File: config.mk
export PLATFORM = sky130hd
export DESIGN_NAME = synth_poly_core
export DESIGN_NICKNAME = d
export VERILOG_FILES = /design/src/rtl/synth_poly_core.sv
export SDC_FILE = /design/constraint.sdc
export NUM_CORES = 2
export LEC_CHECK = 0
export BUFFER_PORTS_ARGS = -buffer_cell sky130_fd_sc_hd__buf_2
export CAP_MARGIN = 30
export CORE_MARGIN = 5
export CORE_UTILIZATION = 40
export CTS_BUF_LIST = sky130_fd_sc_hd__clkbuf_8
export DETAILED_ROUTE_END_ITERATION = 8
export GPL_TIMING_DRIVEN = 0
export PLACE_DENSITY = 0.52
export SYNTH_ARGS = -nofsm -noshare
export SYNTH_HDL_FRONTEND = slang
export SYNTH_SLANG_ARGS = --single-unit
File: constraint.sdc
create_clock -name clk -period 15 [get_ports clk]
set_input_delay 1.5 -clock clk [delete_from_list [all_inputs] [get_ports clk]]
set_output_delay 1.5 -clock clk [all_outputs]
set_load 0.02 [all_outputs]
File: src/rtl/synth_poly_core.sv
// synth_poly_core -- polyphonic oscillator core with 1-bit sigma-delta output.
//
// NUM_VOICES independent voices are configured through a write-only SPI port
// and started together by a shared trigger. Each active voice produces a
// square or saw sample. The samples are summed, optionally muted, and turned
// into a first-order sigma-delta bit stream that drives an external RC filter.
//
// Ports:
//   clk          in   system clock
//   rst          in   asynchronous active-high reset
//   trig         in   async note trigger, rising edge starts enabled voices
//   spi_clk      in   SPI clock (mode 0), async to clk, f_clk >= 4 x f_spi_clk
//   spi_mosi     in   SPI data, MSB first
//   spi_nss      in   SPI chip select, active low
//   data         out  sigma-delta output bit
//   voice_active out  per-voice sounding flags
//   spi_miso     out  register readback data (only with SYNTH_SPI_READBACK_EN)
//
// Optional feature macro: SYNTH_SPI_READBACK_EN adds spi_miso and read frames.
// Without it, frames with bit15 = 1 are discarded.

module synth_poly_core #(
    parameter int NUM_VOICES = 4,
    parameter int PHASE_W    = 16,
    parameter int AMP_W      = 8,
    parameter int DUR_W      = 16,
    parameter int TICK_DIV   = 10
) (
    input  logic                  clk,
    input  logic                  rst,
    input  logic                  trig,
    input  logic                  spi_clk,
    input  logic                  spi_mosi,
    input  logic                  spi_nss,
    output logic                  data,
    output logic [NUM_VOICES-1:0] voice_active
`ifdef SYNTH_SPI_READBACK_EN
    ,
    output logic                  spi_miso
`endif
);

    localparam int SW = AMP_W + $clog2(NUM_VOICES);

    // Bit positions inside the synchroniser vectors
    localparam int I_TRIG = 0;
    localparam int I_SCK  = 1;
    localparam int I_MOSI = 2;
    localparam int I_NSS  = 3;

    logic [3:0] sync1_q, sync2_q, prev_q;
    logic       trig_rise_q, sck_rise_q, nss_rise_q, nss_fall_q;
`ifdef SYNTH_SPI_READBACK_EN
    logic       sck_fall_q;
`endif

    // Two-flop synchronisers plus registered single-cycle edge pulses
    always_ff @(posedge clk or posedge rst) begin
        if (rst) begin
            sync1_q     <= 4'b0000;
            sync2_q     <= 4'b0000;
            prev_q      <= 4'b0000;
            trig_rise_q <= 1'b0;
            sck_rise_q  <= 1'b0;
            nss_rise_q  <= 1'b0;
            nss_fall_q  <= 1'b0;
        end else begin
            sync1_q     <= {spi_nss, spi_mosi, spi_clk, trig};
            sync2_q     <= sync1_q;
            prev_q      <= sync2_q;
            trig_rise_q <= sync2_q[I_TRIG] & ~prev_q[I_TRIG];
            sck_rise_q  <= sync2_q[I_SCK] & ~prev_q[I_SCK];
            nss_rise_q  <= sync2_q[I_NSS] & ~prev_q[I_NSS];
            nss_fall_q  <= ~sync2_q[I_NSS] & prev_q[I_NSS];
        end
    end

`ifdef SYNTH_SPI_READBACK_EN
    // Falling spi_clk pulse, only needed to drive readback data
    always_ff @(posedge clk or posedge rst) begin
        if (rst) begin
            sck_fall_q <= 1'b0;
        end else begin
            sck_fall_q <= ~sync2_q[I_SCK] & prev_q[I_SCK];
        end
    end
`endif

    logic [15:0] shift_q;
    logic [4:0]  bitcnt_q;
    logic        wr_en_s;
    logic [6:0]  wr_addr_s;
    logic [7:0]  wr_data_s;

    // SPI shifter; prev_q holds the values aligned with the registered pulses.
    // The bit counter saturates so long frames can never wrap back to 16.
    always_ff @(posedge clk or posedge rst) begin
        if (rst) begin
            shift_q  <= 16'h0000;
            bitcnt_q <= 5'd0;
        end else if (nss_fall_q) begin
            bitcnt_q <= 5'd0;
        end else if (sck_rise_q && !prev_q[I_NSS]) begin
            shift_q <= {shift_q[14:0], prev_q[I_MOSI]};
            if (bitcnt_q != 5'd31) begin
                bitcnt_q <= bitcnt_q + 5'd1;
            end
        end
    end

    // Only complete 16-bit write frames commit
    assign wr_en_s   = nss_rise_q && (bitcnt_q == 5'd16) && !shift_q[15];
    assign wr_addr_s = shift_q[14:8];
    assign wr_data_s = shift_q[7:0];

    logic [PHASE_W-1:0]    freq_q [NUM_VOICES];
    logic [AMP_W-1:0]      amp_q  [NUM_VOICES];
    logic [DUR_W-1:0]      dur_q  [NUM_VOICES];
    logic [NUM_VOICES-1:0] en_q, wave_q;
    logic                  mute_q;

    // Register file; the mute address is decoded first because it aliases
    // the reserved slot of voice 15
    always_ff @(posedge clk or posedge rst) begin
        if (rst) begin
            for (int v = 0; v < NUM_VOICES; v++) begin
                freq_q[v] <= '0;
                amp_q[v]  <= '0;
                dur_q[v]  <= '0;
            end
            en_q   <= '0;
            wave_q <= '0;
            mute_q <= 1'b0;
        end else if (wr_en_s) begin
            if (wr_addr_s == 7'h7F) begin
                mute_q <= wr_data_s[0];
            end else begin
                for (int v = 0; v < NUM_VOICES; v++) begin
                    if (wr_addr_s[6:3] == 4'(v)) begin
                        case (wr_addr_s[2:0])
                            3'd0: freq_q[v][7:0]  <= wr_data_s;
                            3'd1: freq_q[v][15:8] <= wr_data_s;
                            3'd2: amp_q[v]        <= wr_data_s;
                            3'd3: dur_q[v][7:0]   <= wr_data_s;
                            3'd4: dur_q[v][15:8]  <= wr_data_s;
                            3'd5: begin
                                en_q[v]   <= wr_data_s[0];
                                wave_q[v] <= wr_data_s[1];
                            end
                            default: ;
                        endcase
                    end
                end
            end
        end
    end

    logic [TICK_DIV-1:0]   presc_q;
    logic                  tick_s;
    logic [DUR_W-1:0]      cnt_q   [NUM_VOICES];
    logic [PHASE_W-1:0]    phase_q [NUM_VOICES];
    logic [NUM_VOICES-1:0] active_q;

    assign tick_s = &presc_q;

    // Voice state: trigger beats disable beats duration tick
    always_ff @(posedge clk or posedge rst) begin
        if (rst) begin
            presc_q  <= '0;
            active_q <= '0;
            for (int v = 0; v < NUM_VOICES; v++) begin
                cnt_q[v]   <= '0;
                phase_q[v] <= '0;
            end
        end else begin
            presc_q <= presc_q + TICK_DIV'(1);
            for (int v = 0; v < NUM_VOICES; v++) begin
                if (trig_rise_q && en_q[v] && (dur_q[v] != '0)) begin
                    cnt_q[v]    <= dur_q[v];
                    phase_q[v]  <= '0;
                    active_q[v] <= 1'b1;
                end else if (active_q[v]) begin
                    phase_q[v] <= phase_q[v] + freq_q[v];
                    if (!en_q[v]) begin
                        active_q[v] <= 1'b0;
                    end else if (tick_s) begin
                        cnt_q[v] <= cnt_q[v] - DUR_W'(1);
                        if (cnt_q[v] == DUR_W'(1)) begin
                            active_q[v] <= 1'b0;
                        end
                    end
                end
            end
        end
    end

    logic [AMP_W-1:0] sample_q [NUM_VOICES];

    // Per-voice sample; saw scales the top phase bits by the amplitude
    always_ff @(posedge clk or posedge rst) begin
        if (rst) begin
            for (int v = 0; v < NUM_VOICES; v++) begin
                sample_q[v] <= '0;
            end
        end else begin
            for (int v = 0; v < NUM_VOICES; v++) begin
                if (!active_q[v]) begin
                    sample_q[v] <= '0;
                end else if (wave_q[v]) begin
                    sample_q[v] <= AMP_W'(({{AMP_W{1'b0}}, phase_q[v][PHASE_W-1 -: AMP_W]} *
                                           {{AMP_W{1'b0}}, amp_q[v]}) >> AMP_W);
                end else if (!phase_q[v][PHASE_W-1]) begin
                    sample_q[v] <= amp_q[v];
                end else begin
                    sample_q[v] <= '0;
                end
            end
        end
    end

    logic [SW-1:0] mix_s, sum_q, acc_q;
    logic          data_q;

    // Mixer: SW is wide enough that the full-scale sum cannot overflow
    always_comb begin
        mix_s = '0;
        for (int v = 0; v < NUM_VOICES; v++) begin
            mix_s = mix_s + SW'(sample_q[v]);
        end
    end

    // Mute gate and first-order sigma-delta; the carry out is the output bit
    always_ff @(posedge clk or posedge rst) begin
        if (rst) begin
            sum_q  <= '0;
            acc_q  <= '0;
            data_q <= 1'b0;
        end else begin
            sum_q           <= mute_q ? '0 : mix_s;
            {data_q, acc_q} <= {1'b0, acc_q} + {1'b0, sum_q};
        end
    end

    assign data         = data_q;
    assign voice_active = active_q;

`ifdef SYNTH_SPI_READBACK_EN
    // Register readback value; unmapped addresses read as zero
    function automatic logic [7:0] rd_reg(input logic [6:0] a);
        logic [7:0] r;
        r = 8'h00;
        if (a == 7'h7F) begin
            r = {7'b0000000, mute_q};
        end else begin
            for (int v = 0; v < NUM_VOICES; v++) begin
                if (a[6:3] == 4'(v)) begin
                    case (a[2:0])
                        3'd0:    r = freq_q[v][7:0];
                        3'd1:    r = freq_q[v][15:8];
                        3'd2:    r = amp_q[v];
                        3'd3:    r = dur_q[v][7:0];
                        3'd4:    r = dur_q[v][15:8];
                        3'd5:    r = {6'b000000, wave_q[v], en_q[v]};
                        default: r = 8'h00;
                    endcase
                end
            end
        end
        return r;
    endfunction

    logic [7:0] rd_val_s;
    logic [7:0] miso_sh_q;
    logic       miso_q, rd_q;

    assign rd_val_s = rd_reg(shift_q[6:0]);

    // After 8 bits the header is complete; stream the register out on falls
    always_ff @(posedge clk or posedge rst) begin
        if (rst) begin
            miso_q    <= 1'b0;
            rd_q      <= 1'b0;
            miso_sh_q <= 8'h00;
        end else if (prev_q[I_NSS]) begin
            miso_q <= 1'b0;
            rd_q   <= 1'b0;
        end else if (sck_fall_q) begin
            if (bitcnt_q == 5'd8) begin
                rd_q      <= shift_q[7];
                miso_q    <= shift_q[7] & rd_val_s[7];
                miso_sh_q <= {rd_val_s[6:0], 1'b0};
            end else if (rd_q && (bitcnt_q < 5'd16)) begin
                miso_q    <= miso_sh_q[7];
                miso_sh_q <= {miso_sh_q[6:0], 1'b0};
            end else begin
                miso_q <= 1'b0;
            end
        end
    end

    assign spi_miso = miso_q;
`endif

endmodule

==> metrics <==
# hold bufs at CTS=0; Fin Clk Skew=between 40 and 50 ps; Die ar.=75,000 um2; Num CTS Buffers=between 70 and 80; setup ws final=about 9500 ps; DP HPWL=roughly 49,000 um; synth unique cells=75; Setup Fix Bufs, Post-CTS=0; fin nets=roughly 3,200; unrepaired setup endpoints after global routing=false; reg2reg end=sample_q[20]; max-cap viol count=0; FF-to-FF setup slack=9490 ps; vias in the first global route=between 20,000 and 25,000; Synth Instances=~2,700; CP startpoint kind=register; critical path class=reg -> reg; starting density of the core=approximately two fifths; Hold Vio Cnt, Final=0; R2R cell count=14; worst-skew pair later-pin latency=680 ps; final critical-path share of the clock period=between 30% and 40%; critical-path cell list=nand2_1 -> fa_1 -> fa_1 -> inv_1 -> fa_1 -> fa_1 -> ha_1 -> a2111oi_0 -> o21ai_0 -> a221oi_1 -> o21bai_1 -> a21oi_1 -> xor2_1 -> o21ai_0; Hold Path Stages=0; worst relative slew slack=about a third; routed via count=19,900; Critical-path top delay cell=a221oi_1; PortBufs=10; crit-path max FO=10; Die Y=about 270 um; ys flop type=dfrtp_1; P&R area growth vs syn=10.2%; crit end category=register; status=complete, no violations; initial antenna violation count=1; Mean Syn Cell Area=between 10 and 15 um2; Min-Delay Endpoint=sync2_q[3]; Root Driver=clkbuf_8; first-pass GRT wire length=113,000 um; vias per cell=between 5 and 6; # setup viols final=0; Final Power=between 0.002 and 0.0025 W; Worst-path clk slew=around 60 ps; Largest stage delay, worst path=roughly 670 ps; share of cells above drive strength 1=11.8%; first-pass iteration count of the detailed router=5; DR WL/cell=17.9 um; worst min-delay path startpoint=sync1_q[3]; Critical Path RT=15,480 ps; Seq/Total Area, Yosys=36.0%; CTS tree=yes; Syn. warnings=0; drc violations=0; GP Congestion=about 0.84; Iter 0 DRT Violations=slightly above 900; minimum clock period=roughly 5500 ps; Core Rows=96; WP data arrival=5990 ps; Net Count, Synth=a little over 3,000; # resized after CTS=0; DRT antenna net count=0; Ports=11; cell mode on critical path=fa_1; chip width=roughly 270 um; All-Layer GR Usage=between 10% and 20%; total gr overflow=0; fillers=approximately 6,600; Bufs on Longest Clock Path=3; worst r2r src=amp_q[18]; Fmax achieved=~180 MHz; Slew @ Worst Pin=between 900 and 1000 ps; CORE AREA=slightly below 70,000 um2; H-tree levels=3; clk sink count=roughly 400; pre-CTS setup slack=around 9400 ps; Max VDD drop=71.9 uV; DRT Wirelength=67,600 um; Yosys reg bits=401; LEAKAGE=15.5 nW; Post-synth EDFFs=0; largest net degree at the start of global routing=roughly 120; FFs w/ async S/R, synth=100%; pwr dens=around 76 nW/um2; area of the mapped netlist=27,800 um2; Max Transition Viols Final=0; Hold Crit Class=reg -> reg
==> layout make-up <==
| class | count | area, um2 | share of cell area (%) |
|---|---|---|---|
| buffer | 86 | 338 | 1.10 |
| clock buffer | 95 | 1310 | 4.26 |
| multi-input combinational | 1982 | 16600 | 54.2 |
| tap | 931 | 1160 | 3.80 |
| clock inverter | 36 | 210 | 0.685 |
| sequential | 401 | 10000 | 32.7 |
| antenna | 1 | 2.50 | 0.00815 |
| timing repair buffer | 14 | 160 | 0.522 |
| inverter | 225 | 852 | 2.78 |
==> cell usage after synthesis, types with 8 or more instances <==
cell      count  share of area [%]
a211oi_1     29               0.78
a21o_1       34               0.92
a21oi_1      85                1.5
a221o_1       9               0.32
a31oi_1       8               0.18
a41oi_1       8               0.25
and2_1      198                4.4
and3_1       16               0.36
clkbuf_1     75                1.0
dfrtp_1     401                 36
fa_1        161                 12
ha_1        223                 10
inv_1       224                3.0
mux2_1       11               0.44
mux2_2      175                7.1
mux2i_1      29                1.0
nand2_1     200                2.7
nand2b_1     22               0.49
nand3_1      34               0.61
nand3b_1     10               0.27
nand4_1      18               0.40
nand4b_1     10               0.31
nor2_1      137                1.8
nor2b_1      42               0.94
nor3_1       47               0.85
nor3b_1      20               0.54
nor4_1       29               0.65
nor4b_1       9               0.28
o21a_1       18               0.49
o21ai_0     130                2.3
o21ai_1      17               0.31
o21bai_1     16               0.43
o31ai_1       9               0.24
or3_1        19               0.43
or4_1         8               0.22
xnor2_1      86                2.7
xor2_1       33                1.0
==> cells in the final DEF, fill, tap and decap left out, types with 33 or more instances in the layout <==
cell	count
mux2_2	175
inv_1	244
nor3_1	47
clkbuf_1	75
dfrtp_1	401
nand2_1	200
a21oi_1	85
nand3_1	34
xor2_1	33
ha_1	223
nor2b_1	42
clkbuf_8	95
nor2_1	137
xnor2_1	86
a21o_1	34
o21ai_0	130
fa_1	161
and2_1	198
==> metrics by stage <==
stage / TNS [ps] / utilization, % / hold slack (ps) / std cells / cell area [um2]
6_report: 0 / 44.6 / 348 / 3771 / 30700
3_5_place_dp: 0 / 42.4 / 338 / 3639 / 29200
5_1_grt: 0 / 44.6 / 376 / 3771 / 30700
2_1_floorplan: 0 / - / 331 / 2694 / 27800
4_1_cts: 0 / 44.6 / 351 / 3770 / 30700
3_3_place_gp: -860710 / 42.2 / 335 / 3635 / 29100
==> registers in the layout, indices dropped and copies added (netlist names), 5 cells and up <==
name,cells
cnt_q,64
sample_q,32
bitcnt_q,5
shift_q,16
sum_q,10
acc_q,10
phase_q,64
presc_q,10
dur_q,64
freq_q,64
amp_q,32
==> worst max-delay path, delay by kind of cell, from the launching register on <==
kind | cells | cell delay, ps
compound gates | 6 | 2020
buf+inv | 1 | 60
simple gates | 1 | 150
fa+ha+maj | 5 | 2370
flops | 1 | 630
xor+xnor | 1 | 80
==> power breakdown <==
part,internal [W],switching (W)
clock network,0.000575,0.000495
logic,0.0000254,0.000120
registers,0.00109,0.0000154
total,0.00169,0.000630
==> kinds of logic (layout without fill, tap and decap cells) <==
logic type	count (synthesis)	after routing	synth area share (%)
other	0	1	0
muxes	215	215	8.57
adders and majority gates	384	384	21.6
and+or+nand+nor	856	856	16.6
buffers and inverters	311	456	4.25
xor gates and xnor gates	119	119	3.74
AOI/OAI and AO/OA	408	408	9.20
DFF	401	401	36.0
==> layer usage <==
| metal | wire length (um) | GRT usage, % |
|---|---|---|
| met1 | 32000 | 25.6 |
| met2 | 32200 | 31.0 |
| met3 | 2090 | 2.44 |
| met4 | 1380 | 4.90 |
| met5 | 0 | 0 |
==> how the worst max path moves through the flow <==
| stage | depth (start not counted) | start | to | slack, ps |
|---|---|---|---|---|
| 2_1_floorplan | 1 | rst | acc_q[0] | 2350 |
| 3_3_place_gp | 2 | rst | data | -2210 |
| 3_5_place_dp | 14 | amp_q[18] | sample_q[22] | 9380 |
| 4_1_cts | 14 | amp_q[18] | sample_q[22] | 9340 |
| 5_1_grt | 14 | amp_q[18] | sample_q[20] | 9120 |
| 6_report | 14 | amp_q[18] | sample_q[20] | 9490 |
No activity file was read; power rests on OpenSTA's default activity.
